==> src/rtl/serial_sub_pkg.sv <==
`default_nettype none
// ============================================================================
// Module   : serial_sub_pkg
// Brief    : Shared types and helpers for the bit-serial subtractor.
// Revision : 1.0 - initial release
// ============================================================================
package serial_sub_pkg;

    typedef enum logic [1:0] {
        IDLE  = 2'd0,
        SHIFT = 2'd1,
        DONE  = 2'd2
    } sub_state_t;

    function automatic int cnt_w(int width);
        return $clog2(width + 1);
    endfunction

endpackage : serial_sub_pkg
`default_nettype wire

==> src/rtl/serial_sub_fs.sv <==
`default_nettype none
// ============================================================================
// Module   : fs
// Brief    : Combinational 1-bit full subtractor (d = a - b - bin).
// Revision : 1.0 - initial release
// ============================================================================
module fs (
    input  logic a,
    input  logic b,
    input  logic bin,
    output logic d,
    output logic bout
);

    assign d    = a ^ b ^ bin;
    assign bout = (~a & b) | (~(a ^ b) & bin);

endmodule : fs
`default_nettype wire

==> src/rtl/serial_sub.sv <==
`default_nettype none
// ============================================================================
// Module   : serial_sub
// Brief    : Bit-serial unsigned subtractor, LSB first, valid/ready on both sides.
// Revision : 1.0 - initial release
// ============================================================================
module serial_sub
    import serial_sub_pkg::*;
#(
    parameter int WIDTH = 8
) (
    input  logic             clk,
    input  logic             rst,
    input  logic             in_valid,
    output logic             in_ready,
    input  logic [WIDTH-1:0] a,
    input  logic [WIDTH-1:0] b,
    input  logic             bin,
    output logic             out_valid,
    input  logic             out_ready,
    output logic [WIDTH-1:0] diff,
    output logic             bout
);

    localparam int c_cnt_w = cnt_w(WIDTH);
    localparam logic [c_cnt_w-1:0] c_last_bit = c_cnt_w'(WIDTH - 1);

    sub_state_t         state_q, state_d;
    logic [WIDTH-1:0]   a_q, a_d;
    logic [WIDTH-1:0]   b_q, b_d;
    logic [WIDTH-1:0]   result_q, result_d;
    logic [c_cnt_w-1:0] cnt_q, cnt_d;
    logic               br_q, br_d;

    logic               w_fs_d;
    logic               w_fs_bout;
    logic [WIDTH-1:0]   w_result_shift;

    fs u_fs (
        .a    (a_q[0]),
        .b    (b_q[0]),
        .bin  (br_q),
        .d    (w_fs_d),
        .bout (w_fs_bout)
    );

    // New difference bit enters at the MSB so the LSB-first stream lands in place.
    generate
        if (WIDTH == 1) begin : g_shift_w1
            assign w_result_shift = w_fs_d;
        end else begin : g_shift_wn
            assign w_result_shift = {w_fs_d, result_q[WIDTH-1:1]};
        end
    endgenerate

    always_comb begin
        state_d  = state_q;
        a_d      = a_q;
        b_d      = b_q;
        br_d     = br_q;
        cnt_d    = cnt_q;
        result_d = result_q;
        case (state_q)
            IDLE: begin
                if (in_valid) begin
                    a_d      = a;
                    b_d      = b;
                    br_d     = bin;
                    cnt_d    = '0;
                    result_d = '0;
                    state_d  = SHIFT;
                end
            end
            SHIFT: begin
                a_d      = a_q >> 1;
                b_d      = b_q >> 1;
                br_d     = w_fs_bout;
                result_d = w_result_shift;
                cnt_d    = cnt_q + c_cnt_w'(1);
                if (cnt_q == c_last_bit) begin
                    state_d = DONE;
                end
            end
            DONE: begin
                if (out_ready) begin
                    state_d = IDLE;
                end
            end
            default: state_d = IDLE;
        endcase
    end

    always_ff @(posedge clk) begin
        if (rst) begin
            state_q  <= IDLE;
            a_q      <= '0;
            b_q      <= '0;
            br_q     <= 1'b0;
            cnt_q    <= '0;
            result_q <= '0;
        end else begin
            state_q  <= state_d;
            a_q      <= a_d;
            b_q      <= b_d;
            br_q     <= br_d;
            cnt_q    <= cnt_d;
            result_q <= result_d;
        end
    end

    // rst gates in_ready so no operand is offered acceptance during reset.
    assign in_ready  = (state_q == IDLE) && !rst;
    assign out_valid = (state_q == DONE);
    assign diff      = result_q;
    assign bout      = br_q;

endmodule : serial_sub
`default_nettype wire

==> config.mk <==
export PLATFORM = sky130hd
export DESIGN_NAME = serial_sub
export DESIGN_NICKNAME = d
export VERILOG_FILES = /design/src/rtl/serial_sub_pkg.sv /design/src/rtl/serial_sub_fs.sv /design/src/rtl/serial_sub.sv
export SDC_FILE = /design/constraint.sdc
export NUM_CORES = 1
export LEC_CHECK = 0
export CELL_PAD_IN_SITES_DETAIL_PLACEMENT = 0
export CELL_PAD_IN_SITES_GLOBAL_PLACEMENT = 1
export CORE_AREA = 5 5 81 61
export CTS_BUF_LIST = sky130_fd_sc_hd__clkbuf_16
export DETAILED_ROUTE_END_ITERATION = 8
export DIE_AREA = 0 0 86 66
export PLACE_DENSITY_LB_ADDON = 0.1
export RECOVER_POWER = 25
export SLEW_MARGIN = 20
export SYNTH_ARGS = -nofsm -noshare
export SYNTH_HDL_FRONTEND = slang
export SYNTH_SLANG_ARGS = --single-unit
==> constraint.sdc <==
create_clock -name clk -period 1.6 [get_ports clk]
set_input_delay 0.4 -clock clk [delete_from_list [all_inputs] [get_ports clk]]
set_output_delay 0.4 -clock clk [all_outputs]
set_load 0.05 [all_outputs]
==> results of run 1 <==
per-stage QoR:
step	hold slack [ns]	TNS (ns)	area, sq um	util
6_report	0.482	0	2040	0.495
5_1_grt	0.507	0	2040	0.495
4_1_cts	0.485	0	2110	0.510
3_5_place_dp	0.475	-5.26	1970	0.478
3_3_place_gp	0.463	-4.82	1970	0.478
2_1_floorplan	0.445	-0.244	1450	-
synth_stat cells:
master | n | area [sq um]
a22oi_1 | 9 | 67.6
nand2_1 | 1 | 3.75
fa_1 | 1 | 20.0
inv_1 | 3 | 11.3
a311oi_1 | 1 | 8.76
or3b_2 | 4 | 35.0
buf_4 | 4 | 30.0
dfxtp_1 | 31 | 621
nand2b_1 | 13 | 81.3
a211oi_2 | 1 | 12.5
mux2i_1 | 2 | 20.0
buf_6 | 2 | 22.5
a31oi_1 | 1 | 6.26
and2b_4 | 1 | 10.0
a21oi_1 | 15 | 75.1
o21ba_2 | 1 | 10.0
nor2b_1 | 1 | 6.26
nor3_1 | 15 | 75.1
or2b_1 | 2 | 15.0
clkbuf_1 | 4 | 15.0
nor2_1 | 29 | 109
a32oi_1 | 2 | 17.5
buf_1 | 1 | 3.75
or3b_1 | 11 | 96.3
and4b_1 | 1 | 10.0
nand3_1 | 2 | 10.0
buf_2 | 3 | 15.0
o21bai_1 | 1 | 7.51
a211oi_1 | 2 | 15.0
ha_1 | 1 | 12.5
area by class of cell:
type / count / area (sq um) / share of cell area
Tap cell: 55 / 68.8 / 0.0337
Inverter: 3 / 11.3 / 0.00551
Clock inverter: 2 / 8.76 / 0.00428
Sequential cell: 31 / 622 / 0.304
Timing Repair Buffer: 42 / 470 / 0.230
Multi-Input combinational cell: 117 / 738 / 0.361
Clock buffer: 5 / 125 / 0.0612
cell families (layout without fill, tap and decap cells):
family	after synthesis	in the layout	share of synthesized area
simple gates	80	80	0.313
compound gates	33	33	0.153
mux	2	2	0.0139
flops	31	31	0.430
buf+inv	17	52	0.0676
fa+ha+maj	2	2	0.0225
metal layers:
layer,vias to the layer above,global-route usage,part of all wire
li1,640,-,-
met4,0,0.0474,0.0055
met1,564,0.168,0.49
met2,24,0.205,0.45
met3,2,0.0436,0.052
met5,-,0,0
power by group through the flow:
| stage | combinational [mW] | sequential [mW] | clock [mW] |
|---|---|---|---|
| 5_1_grt | 0.358 | 0.850 | 0.922 |
| 3_3_place_gp | 0.325 | 0.860 | 0 |
| 4_1_cts | 0.332 | 0.846 | 0.881 |
| 3_5_place_dp | 0.332 | 0.861 | 0 |
| 2_1_floorplan | 0.182 | 0.869 | 0 |
| 6_report | 0.323 | 0.845 | 0.854 |
state kept, by name, indices dropped and copies added, names as in the netlist:
register / cells
a_q: 8
b_q: 8
diff: 8
cnt_q: 4
state_q: 2
bout: 1
critical path: cells and delay by family, from the launching register on:
kind | cells | cell delay [ns]
buf+inv | 2 | 0.34
flops | 1 | 0.35
simple gates | 1 | 0.16
how the worst min path moves through the flow:
stage | from | endpoint | slack [ns] | cells past startpoint
6_report | b_q[3] | b_q[3] | 0.48 | 2
2_1_floorplan | a_q[7] | a_q[7] | 0.45 | 2
3_5_place_dp | b_q[3] | b_q[3] | 0.47 | 2
4_1_cts | b_q[3] | b_q[3] | 0.48 | 2
5_1_grt | b_q[3] | b_q[3] | 0.51 | 2
3_3_place_gp | a_q[7] | a_q[7] | 0.46 | 2
timing repair:
action                     CTS  global route
setup endpoints to repair    3             1
resized for setup            3             1
pin swaps                    1             0
cloned                       0             0
==> results.cfg, run 1 <==
[routing]
dr.first_iter.drc_count = 68
dr.pass1.iters = 4
route.detailed.drc = 0
vias_per_cell = 4.82
routedWlPerCell_um = 13.6
num_vias = 1230
postRouteAntennaNets = 0
wl_um = 3470

[worst_setup_path]
cp.arrival_ns = 1.13
rr_worst_depth = 4
cp_max_fo = 34
crit_chain = buf_12, nor3_4, buf_12
cp_common_cell = buf_12
critPathCapture = in_ready
crit_path_top_delay_cell = dfxtp_1
critPathCaptureType = output port
reg2reg_from = state_q[0]
critPathKind = register to output port
startpoint = state_q[0]
cp-start-kind = register
reg2reg_slack_ns = 0.20
critPathRequiredTime_ns = 1.20
critPathMaxStageDelay_ns = 0.35
r2r_end = b_q[0]

[clock_network]
cts.path.max_buffers = 2
ctsHoldBuffers = 0
clock-sinks = 31
numCtsBuffers = 5
path_clk_slew_ns = 0.05
post_cts_buffers = 0
clk_latency_ns = 0.27
htreeDepth = 2
clock-root-buffer = clkbuf_16
cts_tree = built

[synthesis]
yosys_register_bits = 31
synth_warnings = 0
synth_cells = 165
synth_seq_area_share = 0.430
avgSynthCellArea_sq_um = 8.74
synth_nets = 188
syn-cell-area_sq_mm = 0.00144
synth_cell_type_count = 30

[placement]
io_buffers = 31
dp_hpwl_um = 2420
gp_congestion = 0.721
dp_cells = 248
preCtsSetupSlack_ns = -0.309

[sta]
slew_violations = 0
setup_viol = 0
hold_viol = 0
max_freq_mhz = 654
fin_crit_sh = 0.956
slew_headroom = 0.661
setup_ws_ns = 0.0699
worstMarginPinSlew_ns = 0.508
skew_ns = 0.00225
grt_setup_unrepaired = false
min_period_ns = 1.53

[finish]
diodes = 0
fill_cells = 420
nNetsFinal = 223
layout-drive-gt1-share = 0.155
fin_cells = 255
layout_common_cells = dfxtp_1, nor2_1, clkdlybuf4s50_1, a21oi_1, nor3_1
syn_to_final_growth_pct = 41.7
final_common_cell = dfxtp_1

[power_and_ir_drop]
p_seq_frac = 0.418
combPwrFrac = 0.160
leakagePower_nw = 0.909
power.share.switching = 0.236
p_per_area_mw_per_mm2 = 989
p_clk_frac = 0.422
vdd_drop_max_uv = 555
p_int_mw = 1.54
fin_total_pwr_mw = 2.02
power_switching_uw = 477

[floorplanning]
die_x_um = 86
boundaryPins = 32
core_area_sq_mm = 0.00413
dieHeight_um = 66
dieArea_sq_mm = 0.00568
start_util = 0.349
row_count = 20

[run]
cap_violations = 0

[grt]
grt_pass1_vias = 1243
grt_usage = 0.131
grt_max_degree = 35
antenna_found_initial = 0
grt-ovfl-total = 0
grt_pass1_wl_um = 5800

[hold_path]
worstHoldPathType = register to register

[status]
status = finished, final reports clean
Power figures use the tool's default switching activity.
==> run 2, diff against run 1 <==
--- a/config.mk
+++ b/config.mk
@@ -11,6 +11,7 @@
 export CTS_BUF_LIST = sky130_fd_sc_hd__clkbuf_16
 export DETAILED_ROUTE_END_ITERATION = 8
 export DIE_AREA = 0 0 86 66
+export GPL_ROUTABILITY_DRIVEN = 0
 export PLACE_DENSITY_LB_ADDON = 0.1
 export RECOVER_POWER = 25
 export SLEW_MARGIN = 20
==> results of run 2 <==
No change in the layout: final DEF, timing and power equal those of run 1.
==> run 3, diff against run 2 <==
--- a/config.mk
+++ b/config.mk
@@ -7,10 +7,11 @@
 export LEC_CHECK = 0
 export CELL_PAD_IN_SITES_DETAIL_PLACEMENT = 0
 export CELL_PAD_IN_SITES_GLOBAL_PLACEMENT = 1
-export CORE_AREA = 5 5 81 61
+export CORE_AREA = 5 5 76 57
 export CTS_BUF_LIST = sky130_fd_sc_hd__clkbuf_16
 export DETAILED_ROUTE_END_ITERATION = 8
-export DIE_AREA = 0 0 86 66
+export DIE_AREA = 0 0 81 62
+export DONT_BUFFER_PORTS = 1
 export GPL_ROUTABILITY_DRIVEN = 0
 export PLACE_DENSITY_LB_ADDON = 0.1
 export RECOVER_POWER = 25
==> results.cfg, run 3 (synthesis gave the netlist of run 1 again) <==
[status]
status = finished, final reports clean

[power_and_ir_drop]
p_seq_frac = 0.406
fin_total_pwr_mw = 2.10
p_int_mw = 1.64
p_per_area_mw_per_mm2 = 1250
p_clk_frac = 0.495
vdd_drop_max_uv = 656
power_switching_uw = 460
power.share.switching = 0.219
combPwrFrac = 0.099
leakagePower_nw = 0.643

[worst_setup_path]
critPathCaptureType = output port
reg2reg_from = state_q[1]
reg2reg_slack_ns = 0.16
critPathKind = register to output port
rr_worst_depth = 3
cp-start-kind = register
crit_path_top_delay_cell = dfxtp_2
cp_max_fo = 8
crit_chain = buf_4, nor3_4, buf_6
cp.arrival_ns = 1.15
r2r_end = cnt_q[3]
cp.depth = 3
worst-path-buf-inv = 2
startpoint = state_q[1]
critPathRequiredTime_ns = 1.20
critPathMaxStageDelay_ns = 0.35
critPathTopFamily = flip-flops

[routing]
wl_met2_um = 1230
num_vias = 1113
highest_layer = met4
wl_um = 3020
dr.pass1.iters = 4
route.detailed.drc = 0
dr.first_iter.drc_count = 45
routedWlPerCell_um = 13.9
postRouteAntennaNets = 0
vias_per_cell = 5.13
route.met3.wl_um = 224
drt-met1-wl_um = 1530

[finish]
syn_to_final_growth_pct = 16.8
fin_cells = 217
fin_util = 0.486
layout_common_cells = nor2_1, dfxtp_1, a21oi_1, nor3_1, nand2b_1
nNetsFinal = 189
layout-drive-gt1-share = 0.144
diodes = 0

[clock_network]
post_cts_buffers = 0
cts.path.max_buffers = 2
clock-sinks = 31
numCtsBuffers = 5
clk_latency_ns = 0.27
ctsHoldBuffers = 0
htreeDepth = 2
clock-root-buffer = clkbuf_16
path_clk_slew_ns = 0.05
cts_tree = built

[grt]
grt_pass1_vias = 1054
grt_usage = 0.137
grt_pass1_wl_um = 5080
grt-ovfl-total = 0
grt_max_degree = 33
antenna_found_initial = 0

[sta]
setup_viol = 0
slew_headroom = 0.537
slew_violations = 0
max_freq_mhz = 647
hold_viol = 0
worstMarginPinSlew_ns = 0.695
skew_ns = 0.00497
grt_setup_unrepaired = false
setup_ws_ns = 0.0534
final.setup.tns_ns = 0
fin_crit_sh = 0.967
min_period_ns = 1.55

[floorplanning]
core_area_sq_mm = 0.00347
row_count = 18
start_util = 0.416
boundaryPins = 32
dieArea_sq_mm = 0.00502
die_x_um = 81
dieHeight_um = 62

[hold_path]
hold_depth = 1
worstHoldPathType = input pin to register
worstHoldStart = rst
hold_end = bout

[placement]
io_buffers = 0
dp_hpwl_um = 2080
dp_cells = 209
preCtsSetupSlack_ns = 0.241

[run]
cap_violations = 0
[run 3: per-stage QoR]
| step | hold slack, ns | instance area, sq um |
|---|---|---|
| 2_1_floorplan | 0.445 | 1450 |
| 3_3_place_gp | 0.465 | 1510 |
| 3_5_place_dp | 0.470 | 1510 |
| 4_1_cts | 0.183 | 1680 |
| 5_1_grt | 0.177 | 1690 |
| 6_report | 0.190 | 1690 |
[run 3: worst max path at each step]
stage and endpoint:
5_1_grt in_ready, 3_5_place_dp cnt_q[3], 4_1_cts in_ready, 2_1_floorplan in_ready, 3_3_place_gp a_q[0], 6_report in_ready
[run 3: final cells by class]
class                      count  area (sq um)
multi-input combinational    117           736
clock buffer                   5           125
timing repair buffer           8          88.8
sequential                    31           623
inverter                       3          11.3
clock inverter                 3          38.8
tap                           50          62.6
fill                         351          1780
[run 3: power groups by stage]
stage	clock (mW)	sequential [mW]	combinational (mW)
after floorplan	0	0.869	0.182
after global placement	0	0.867	0.206
after detailed placement	0	0.868	0.208
after CTS	1.07	0.853	0.210
after global routing	1.11	0.858	0.233
final	1.04	0.852	0.207
[run 3: what timing repair did]
action	4_1_cts	5_1_grt
gates resized for setup	3	1
setup endpoints to repair	1	1
cloned	0	0
[run 3: routing by layer]
layer  vias to the layer above  GRT usage
li1                        577          -
met1                       513      0.178
met2                        19      0.192
met3                         4     0.0648
met4                         0     0.0651
met5                         -          0
